==> config.mk <==
export PLATFORM = sky130hd
export DESIGN_NAME = mem_port_arbiter
export DESIGN_NICKNAME = d
export VERILOG_FILES = /design/src/rtl/mem_arb_pkg.sv /design/src/rtl/mem_wait_timer.sv /design/src/rtl/mem_port_arbiter.sv
export SDC_FILE = /design/constraint.sdc
export NUM_CORES = 1
export LEC_CHECK = 0
export ABC_AREA = 1
export CORE_ASPECT_RATIO = 0.5
export CORE_MARGIN = 5
export CORE_UTILIZATION = 47
export CTS_BUF_LIST = sky130_fd_sc_hd__clkbuf_2 sky130_fd_sc_hd__clkbuf_4 sky130_fd_sc_hd__clkbuf_8
export CTS_CLUSTER_SIZE = 20
export DETAILED_ROUTE_END_ITERATION = 8
export PLACE_DENSITY_LB_ADDON = 0.25
export REMOVE_ABC_BUFFERS = 1
export SLEW_MARGIN = 30
export SYNTH_ARGS = -nofsm -noshare
export SYNTH_HDL_FRONTEND = slang
export SYNTH_SLANG_ARGS = --single-unit
==> constraint.sdc <==
create_clock -name clk -period 3.9 [get_ports clk]
set_clock_uncertainty 0.15 [all_clocks]
set_input_delay 0.585 -clock clk [delete_from_list [all_inputs] [get_ports clk]]
set_output_delay 0.585 -clock clk [all_outputs]
set_load 0.02 [all_outputs]
==> src/rtl/mem_arb_pkg.sv <==
// Shared types for the unified memory-port arbiter: FSM state encoding and
// the latched bus request that is replayed on the bus until mem_ready.
package mem_arb_pkg;

    localparam int ARB_ADDR_W = 32;
    localparam int ARB_DATA_W = 32;

    typedef enum logic [1:0] {
        IDLE       = 2'd0,
        DATA_WAIT  = 2'd1,
        INSTR_WAIT = 2'd2
    } arbState_t;

    typedef struct packed {
        logic                  we;
        logic [ARB_ADDR_W-1:0] addr;
        logic [ARB_DATA_W-1:0] wdata;
    } busReq_t;

endpackage

==> src/rtl/mem_wait_timer.sv <==
// Counts bus wait cycles; expired flags that the access has waited LIMIT-1
// cycles without completion and saturates there until cleared.
module mem_wait_timer #(
    parameter int LIMIT = 64
) (
    input  logic clk,
    input  logic reset,
    input  logic clear,
    input  logic enable,
    output logic expired
);

    localparam int CNT_W = (LIMIT > 2) ? $clog2(LIMIT) : 1;

    logic [CNT_W-1:0] count;

    always_ff @(posedge clk) begin
        if (reset || clear) begin
            count <= '0;
        end else if (enable && !expired) begin
            count <= count + CNT_W'(1);
        end
    end

    assign expired = (count == CNT_W'(LIMIT - 1));

endmodule

==> src/rtl/mem_port_arbiter.sv <==
// Shares one memory port between instruction fetch and the MEM stage,
// freezing the pipeline while a multi-cycle bus access is outstanding.
module mem_port_arbiter
    import mem_arb_pkg::*;
#(
    parameter int ADDR_W      = 32,
    parameter int DATA_W      = 32,
    parameter int TIMEOUT_CYC = 64
) (
    input  logic              clk,
    input  logic              reset,
    input  logic              if_req,
    input  logic [ADDR_W-1:0] if_addr,
    input  logic              if_kill,
    output logic [DATA_W-1:0] if_rdata,
    output logic              if_valid,
    input  logic              dm_req,
    input  logic              dm_we,
    input  logic [ADDR_W-1:0] dm_addr,
    input  logic [DATA_W-1:0] dm_wdata,
    output logic [DATA_W-1:0] dm_rdata,
    output logic              dm_valid,
    output logic              mem_req,
    output logic              mem_we,
    output logic [ADDR_W-1:0] mem_addr,
    output logic [DATA_W-1:0] mem_wdata,
    input  logic              mem_ready,
    input  logic [DATA_W-1:0] mem_rdata,
    output logic              stall_mem,
    output logic              bus_err
);

    arbState_t state, nextState;
    busReq_t   busReq, nextBusReq;
    logic      discard, nextDiscard;
    logic      inWait, timerExpired, timeout;
    logic      dataDone, instrDone;

    assign inWait    = (state == DATA_WAIT) || (state == INSTR_WAIT);
    assign timeout   = inWait && !mem_ready && timerExpired;
    assign dataDone  = (state == DATA_WAIT) && mem_ready;
    assign instrDone = (state == INSTR_WAIT) && mem_ready;

    mem_wait_timer #(.LIMIT(TIMEOUT_CYC)) waitTimer (
        .clk     (clk),
        .reset   (reset),
        .clear   (!inWait),
        .enable  (inWait && !mem_ready),
        .expired (timerExpired)
    );

    // After a timeout no new access starts: the fault is fatal until reset.
    always_comb begin
        nextState   = state;
        nextBusReq  = busReq;
        nextDiscard = discard;
        case (state)
            IDLE: begin
                if (!bus_err) begin
                    if (dm_req) begin
                        nextBusReq.we    = dm_we;
                        nextBusReq.addr  = ARB_ADDR_W'(dm_addr);
                        nextBusReq.wdata = ARB_DATA_W'(dm_wdata);
                        nextState        = DATA_WAIT;
                    end else if (if_req) begin
                        nextBusReq.we    = 1'b0;
                        nextBusReq.addr  = ARB_ADDR_W'(if_addr);
                        nextBusReq.wdata = '0;
                        nextState        = INSTR_WAIT;
                    end
                end
            end
            DATA_WAIT: begin
                if (mem_ready || timerExpired) begin
                    nextState = IDLE;
                end
            end
            INSTR_WAIT: begin
                if (mem_ready || timerExpired) begin
                    nextState   = IDLE;
                    nextDiscard = 1'b0;
                end else if (if_kill) begin
                    nextDiscard = 1'b1;
                end
            end
            default: nextState = IDLE;
        endcase
    end

    always_ff @(posedge clk) begin
        if (reset) begin
            state    <= IDLE;
            busReq   <= '0;
            discard  <= 1'b0;
            bus_err  <= 1'b0;
            if_valid <= 1'b0;
            dm_valid <= 1'b0;
            if_rdata <= '0;
            dm_rdata <= '0;
        end else begin
            state    <= nextState;
            busReq   <= nextBusReq;
            discard  <= nextDiscard;
            dm_valid <= dataDone;
            if_valid <= instrDone && !discard && !if_kill;
            if (timeout) begin
                bus_err <= 1'b1;
            end
            if (dataDone) begin
                dm_rdata <= busReq.we ? '0 : mem_rdata;
            end
            if (instrDone && !discard && !if_kill) begin
                if_rdata <= mem_rdata;
            end
        end
    end

    assign mem_req   = inWait;
    assign mem_we    = inWait && busReq.we;
    assign mem_addr  = inWait ? ADDR_W'(busReq.addr) : '0;
    assign mem_wdata = inWait ? DATA_W'(busReq.wdata) : '0;

    assign stall_mem = (dm_req && !dm_valid) || (if_req && !if_valid && !if_kill);

endmodule

==> run summary, run 1 <==
status - completed
CTS tree - yes
CP endpoint kind - output pin
CP cell instances - inv_1, ha_2, buf_4, nand2_1, inv_1, clkdlybuf4s50_1
residual DRC count - 0
PD cells - 374 mW/mm2
synthesized area - 0.00601 mm2
Avg Synthesized Cell Area - 6.75 um2
cts hold-fix bufs - 0
row count - 29
final core utilization - 72.4%
worst setup path end - mem_wdata[19]
Vias - 6443
critical path depth - 6
Setup Viol. Count Final - 0
Synthesis Warnings - 0
initial antenna violation count - 0
FF+latch count, synth - 141
Rel. slew slack - 55.0%
Crit-path slowest cell - ha_2
routability cong. - 0.788
met2 WL - 9.63 mm
Power, Total - 3.41 mW
Core ar. - 0.0126 mm2
Synth top cells by count - 308 x nand2_1, 141 x dfxtp_1, 105 x nand3_1, 79 x inv_1, 78 x nor2_1
Combinational Power Share - 19.6%
reg2reg start - state[1]
leakage power - 4.12 nW
top routing layer in use - met4
Initial Util - 47.7%
CTS clock-pin slew for the worst setup and hold paths - 0.08 ns
Sequential Power Share - 45.7%
count of different cell masters after synthesis - 18
asr flop ratio synth - 0%
Final period util - 86.5%
Setup CP Type - flop to output pin
clk sink count - 141
top-area cell type share of the netlist area - 47.0%
Clock Power Share - 34.7%
DR WL/cell - 14.5 um
r2r setup slk - 1.46 ns
post-cts sizing count - 0
DRT met1 WL - 7.26 mm
Worst EP required - 3.16 ns
I/O Pins - 269
Fmax achieved - 296 MHz
delay of the slowest cell on the worst path - 0.61 ns
most used cell, CP - inv_1
critical path startpoint - state[1]
Worst Path Buf+Inv - 4
switch share - 29.5%
delay-heaviest family, CP - buffers and inverters
chip width - 170 um
largest net degree at the start of global routing - 67
Fin Hold WS - 0.317 ns
cell-internal power - 2.41 mW
Die Ht - 90.0 um
First-pass DRT Iterations - 5
CTS Root Cell - clkbuf_8
fin cells - 1311
dpl hpwl - 13.4 mm
Final Net Count - 1267
Routed WL - 19.1 mm
Met3 Wirelength - 1.77 mm
CP arrival - 2.64 ns
total gr overflow - 0
layout cells sized above 1 - 4.65%
Ant. Diodes - 0
Switch Pwr - 1.01 mW
Total GRT Usage - 24.2%
sequential area share after synthesis - 47.0%
H-tree Lvls - 4
Tmin final - 3.38 ns
FILL cells - 1031
number of setup buffers added after CTS - 0
Die Footprint - 0.0153 mm2
area leader, netlist - dfxtp_1
CP Max Fanout - 27
Reg2Reg Depth - 9
Least-Margin Pin Slew - 0.676 ns
Area contributors post-synth - dfxtp_1 47%, nand2_1 19%, nand3_1 8.7%, a21oi_1 5.9%, inv_1 4.9%
max cap viols - 0
Post-Syn Instances - 890
port bufs - 268
worst r2r dst - waitTimer.count[5]
First DRT Iteration DRCs - 436
min-delay worst type - flop to flop
commonest register cell after synthesis - dfxtp_1
cell with the most instances after synthesis - nand2_1
RSZ-0062 raised after global routing - no
Startpoint Class - flop
Post-DRT Antenna Nets - 0
Placed Instances - 1279
Final Hold Viols - 0
first-pass GRT wire length - 30.4 mm
Setup TNS - 0 ns
vias in the first global route - 6251
P&R area growth vs syn - 51.6%
Peak VDD IR - 0.277 mV
Clock Path Buffers - 2
Post-synth EDFFs - 0
Worst-Skew Late Latency - 0.42 ns
TritonCTS buffer count - 17
vias per cell - 4.91
count of pins over their slew limit - 0
==> flip-flops by register name (all words and copies together) (netlist names) <==
name             cells
dm_rdata            32
busReq              65
state                2
discard              1
bus_err              1
waitTimer.count      6
if_rdata            32
if_valid             1
dm_valid             1
==> worst register-to-register path, stage by stage, from the launching register on <==
cell	delay (ns)
dfxtp_1	0.38
inv_1	0.08
ha_2	0.61
buf_4	0.35
nand2_1	0.15
nor2_1	0.36
nand2_1	0.11
nand2_1	0.09
inv_1	0.04
nor2_1	0.08
==> through the flow <==
| stage | cell area, um2 | worst slack [ns] |
|---|---|---|
| CTS | 9110 | 0.528 |
| global route | 9110 | 0.396 |
| finish | 9110 | 0.525 |
| global placement | 8710 | 1.07 |
| floorplan | 5730 | 0.316 |
| detailed placement | 8710 | 0.998 |
==> routing by layer <==
layer	GRT usage (%)	vias up
met5	0	-
met4	8.44	0
met3	8.24	32
met2	43.2	220
met1	26.7	2940
li1	-	3251
==> area by class of cell <==
cell class,count,area (um2),share of cell area [%]
Tap cell,170,213,2.33
Multi-Input combinational cell,607,2610,28.6
Clock buffer,18,241,2.65
Timing Repair Buffer,280,2760,30.3
Sequential cell,141,2820,31.0
Clock inverter,14,159,1.74
Inverter,81,304,3.34
==> placed cells by master, fill, tap and decap left out, types with 2 or more instances in the layout <==
cell and instances:
inv_2 4, clkdlybuf4s50_1 266, buf_4 12, inv_1 77
inv_6 5, dfxtp_1 141, xnor2_1 2, bufinv_16 2
o21ai_0 36, clkbuf_8 17, nor2_1 77, nand3_1 104
nand2_1 308, clkinvlp_4 4, buf_2 2, a21oi_1 71
ha_1 3
==> logic make-up after synthesis <==
group | count (synthesis) | share of synthesized area, %
DFF | 141 | 47.0
adders and majority gates | 4 | 0.833
xor gates and xnor gates | 2 | 0.292
buffers and inverters | 142 | 9.76
AOI/OAI and AO/OA | 110 | 9.29
and+or+nand+nor | 491 | 32.9
==> power by group through the flow <==
stage	Sequential (mW)	Clock (mW)	Combinational, mW
3_5_place_dp	1.59	0	0.671
5_1_grt	1.57	1.27	0.734
6_report	1.56	1.18	0.670
4_1_cts	1.56	1.20	0.673
2_1_floorplan	1.61	0	0.285
3_3_place_gp	1.59	0	0.658
==> worst min-delay path by stage <==
stage / endpoint / cells past startpoint / start
after floorplan: busReq[0] / 2 / busReq[0]
after global placement: busReq[26] / 2 / busReq[26]
after detailed placement: busReq[33] / 2 / busReq[33]
after CTS: busReq[33] / 2 / busReq[33]
after global routing: busReq[33] / 2 / busReq[33]
final: busReq[49] / 2 / busReq[49]
No activity file was read; power rests on OpenSTA's default activity.
==> run 2: changes to the inputs <==
--- a/config.mk
+++ b/config.mk
@@ -6,12 +6,15 @@
 export NUM_CORES = 1
 export LEC_CHECK = 0
 export ABC_AREA = 1
+export CELL_PAD_IN_SITES_DETAIL_PLACEMENT = 1
+export CELL_PAD_IN_SITES_GLOBAL_PLACEMENT = 2
 export CORE_ASPECT_RATIO = 0.5
 export CORE_MARGIN = 5
-export CORE_UTILIZATION = 47
+export CORE_UTILIZATION = 23
 export CTS_BUF_LIST = sky130_fd_sc_hd__clkbuf_2 sky130_fd_sc_hd__clkbuf_4 sky130_fd_sc_hd__clkbuf_8
 export CTS_CLUSTER_SIZE = 20
 export DETAILED_ROUTE_END_ITERATION = 8
+export HOLD_SLACK_MARGIN = 0.08
 export PLACE_DENSITY_LB_ADDON = 0.25
 export REMOVE_ABC_BUFFERS = 1
 export SLEW_MARGIN = 30
==> run summary, run 2 (same netlist as run 1, synthesis figures left out) <==
status - completed
Final Net Count - 1266 (-0.079%)
number of setup buffers added after CTS - 0 (unchanged)
Setup Viol. Count Final - 0 (unchanged)
FILL cells - 3152 (+210%)
CP endpoint kind - output pin
cts hold-fix bufs - 0 (unchanged)
fin cells - 1484 (+13%)
Routed WL - 23.6 mm (+24%)
first-pass GRT wire length - 37.1 mm (+22%)
delay of the slowest cell on the worst path - 0.75 ns (+0.14 ns)
CTS clock-pin slew for the worst setup and hold paths - 0.07 ns (about the same)
Rel. slew slack - 45.4% (-9.5 points)
Fmax achieved - 290 MHz (-2.0%)
Startpoint Class - flop
Placed Instances - 1452 (+14%)
Setup TNS - 0 ns (unchanged)
Initial Util - 23.6% (-24 points)
max cap viols - 0 (unchanged)
routability cong. - 0.739 (-6.2%)
row count - 41 (+41%)
Post-DRT Antenna Nets - 0 (unchanged)
total gr overflow - 0 (unchanged)
leakage power - 4.11 nW (about the same)
most used cell, CP - inv_1
layout cells sized above 1 - 4.47% (-0.17 points)
port bufs - 268 (unchanged)
chip width - 239 um (+40%)
Worst-Skew Late Latency - 0.46 ns (+0.04 ns)
most frequent cells in the layout - 308 x nand2_1, 266 x clkdlybuf4s50_1, 141 x dfxtp_1
Total GRT Usage - 15.6% (-8.5 points)
First DRT Iteration DRCs - 242 (-44%)
most common cell after layout, fill and taps aside - nand2_1
Worst EP required - 3.16 ns (about the same)
Tmin final - 3.44 ns (+0.0681 ns)
Crit-path slowest cell - ha_2
CTS tree - yes
CTS Root Cell - clkbuf_8
Vias - 6369 (-1.1%)
Die Footprint - 0.0297 mm2 (+94%)
Die Ht - 124 um (+38%)
vias per cell - 4.29 (-13%)
Ant. Diodes - 0 (unchanged)
Core ar. - 0.0254 mm2 (+100%)
CP Max Fanout - 39 (+44%)
Peak VDD IR - 0.180 mV (-35%)
leading registers by flop count - busReq: 65 flops, dm_rdata: 32 flops, if_rdata: 32 flops
min-delay worst type - flop to flop
H-tree Lvls - 4 (unchanged)
Least-Margin Pin Slew - 0.819 ns (+0.143 ns)
Power, Total - 3.47 mW (+1.6%)
Clock Path Buffers - 2 (unchanged)
Top reg by flops - busReq
max FFs per register - 65 (unchanged)
delay-heaviest family, CP - buffers and inverters
I/O Pins - 269 (unchanged)
P&R area growth vs syn - 55.5%
vias in the first global route - 6659 (+6.5%)
largest net degree at the start of global routing - 71 (+6.0%)
DR WL/cell - 15.9 um (+9.3%)
Final Hold Viols - 0 (unchanged)
TritonCTS buffer count - 17 (unchanged)
CP cell instances - inv_1, ha_2, buf_12, nand2_1, inv_1, clkdlybuf4s50_1
clk sink count - 141 (unchanged)
PD cells - 371 mW/mm2 (-0.96%)
residual DRC count - 0 (unchanged)
Worst Path Buf+Inv - 4 (unchanged)
initial antenna violation count - 0 (unchanged)
Final period util - 88.3% (+1.7 points)
post-cts sizing count - 0 (unchanged)
Setup CP Type - flop to output pin
RSZ-0062 raised after global routing - no
dpl hpwl - 16.8 mm (+26%)
First-pass DRT Iterations - 4 (-1)
CP arrival - 2.71 ns (+0.07 ns)
count of pins over their slew limit - 0 (unchanged)
[run 2: area by class of cell]
class	count	area [um2]	share of cell area, %
inverters	81	304	3.25
flip-flops and latches	141	2820	30.2
clock buffers	22	284	3.04
multi-input cells	607	2610	27.9
clock inverters	10	115	1.23
well taps	344	430	4.61
repair buffers	279	2780	29.7
[run 2: power by group]
group	internal, mW	leakage [nW]	switching [mW]
Sequential	1.52	1.15	0.0452
Clock	0.620	0.187	0.593
Combinational	0.306	2.78	0.385
Total	2.44	4.11	1.02
[run 2: final timing paths]
| path | startpoint | to | slack [ns] | cells after the start |
|---|---|---|---|---|
| setup / recovery | state[1] | mem_wdata[22] | 0.46 | 6 |
| hold reg to reg | busReq[16] | busReq[16] | 0.32 | 2 |
| setup reg to reg | state[1] | waitTimer.count[5] | 1.43 | 9 |
| hold / removal | busReq[16] | busReq[16] | 0.32 | 2 |
[run 2: routing by layer]
metal / wire length (um) / track usage [%] / part of all wire [%] / vias to the layer above
li1: - / - / - / 3245
met1: 9690 / 17.3 / 41 / 3014
met2: 12400 / 28.6 / 52 / 97
met3: 1290 / 5.58 / 5.5 / 13
met4: 242 / 3.71 / 1.0 / 0
met5: 0 / 0 / 0 / -
[run 2: stage by stage]
step	cell area (um2)	utilization [%]	setup slack, ns	hold slack, ns
final	9350	36.7	0.457	0.318
after global routing	9350	36.7	0.280	0.336
after CTS	9350	36.7	0.380	0.319
after detailed placement	8950	35.2	0.918	0.307
after global placement	8950	35.2	0.974	0.302
after floorplan	5730	-	0.316	0.290
[run 2: worst min-delay path, stage by stage, from the launching register on]
cell and delay, ns:
dfxtp_1 0.31, nand2_1 0.06, a21oi_1 0.05
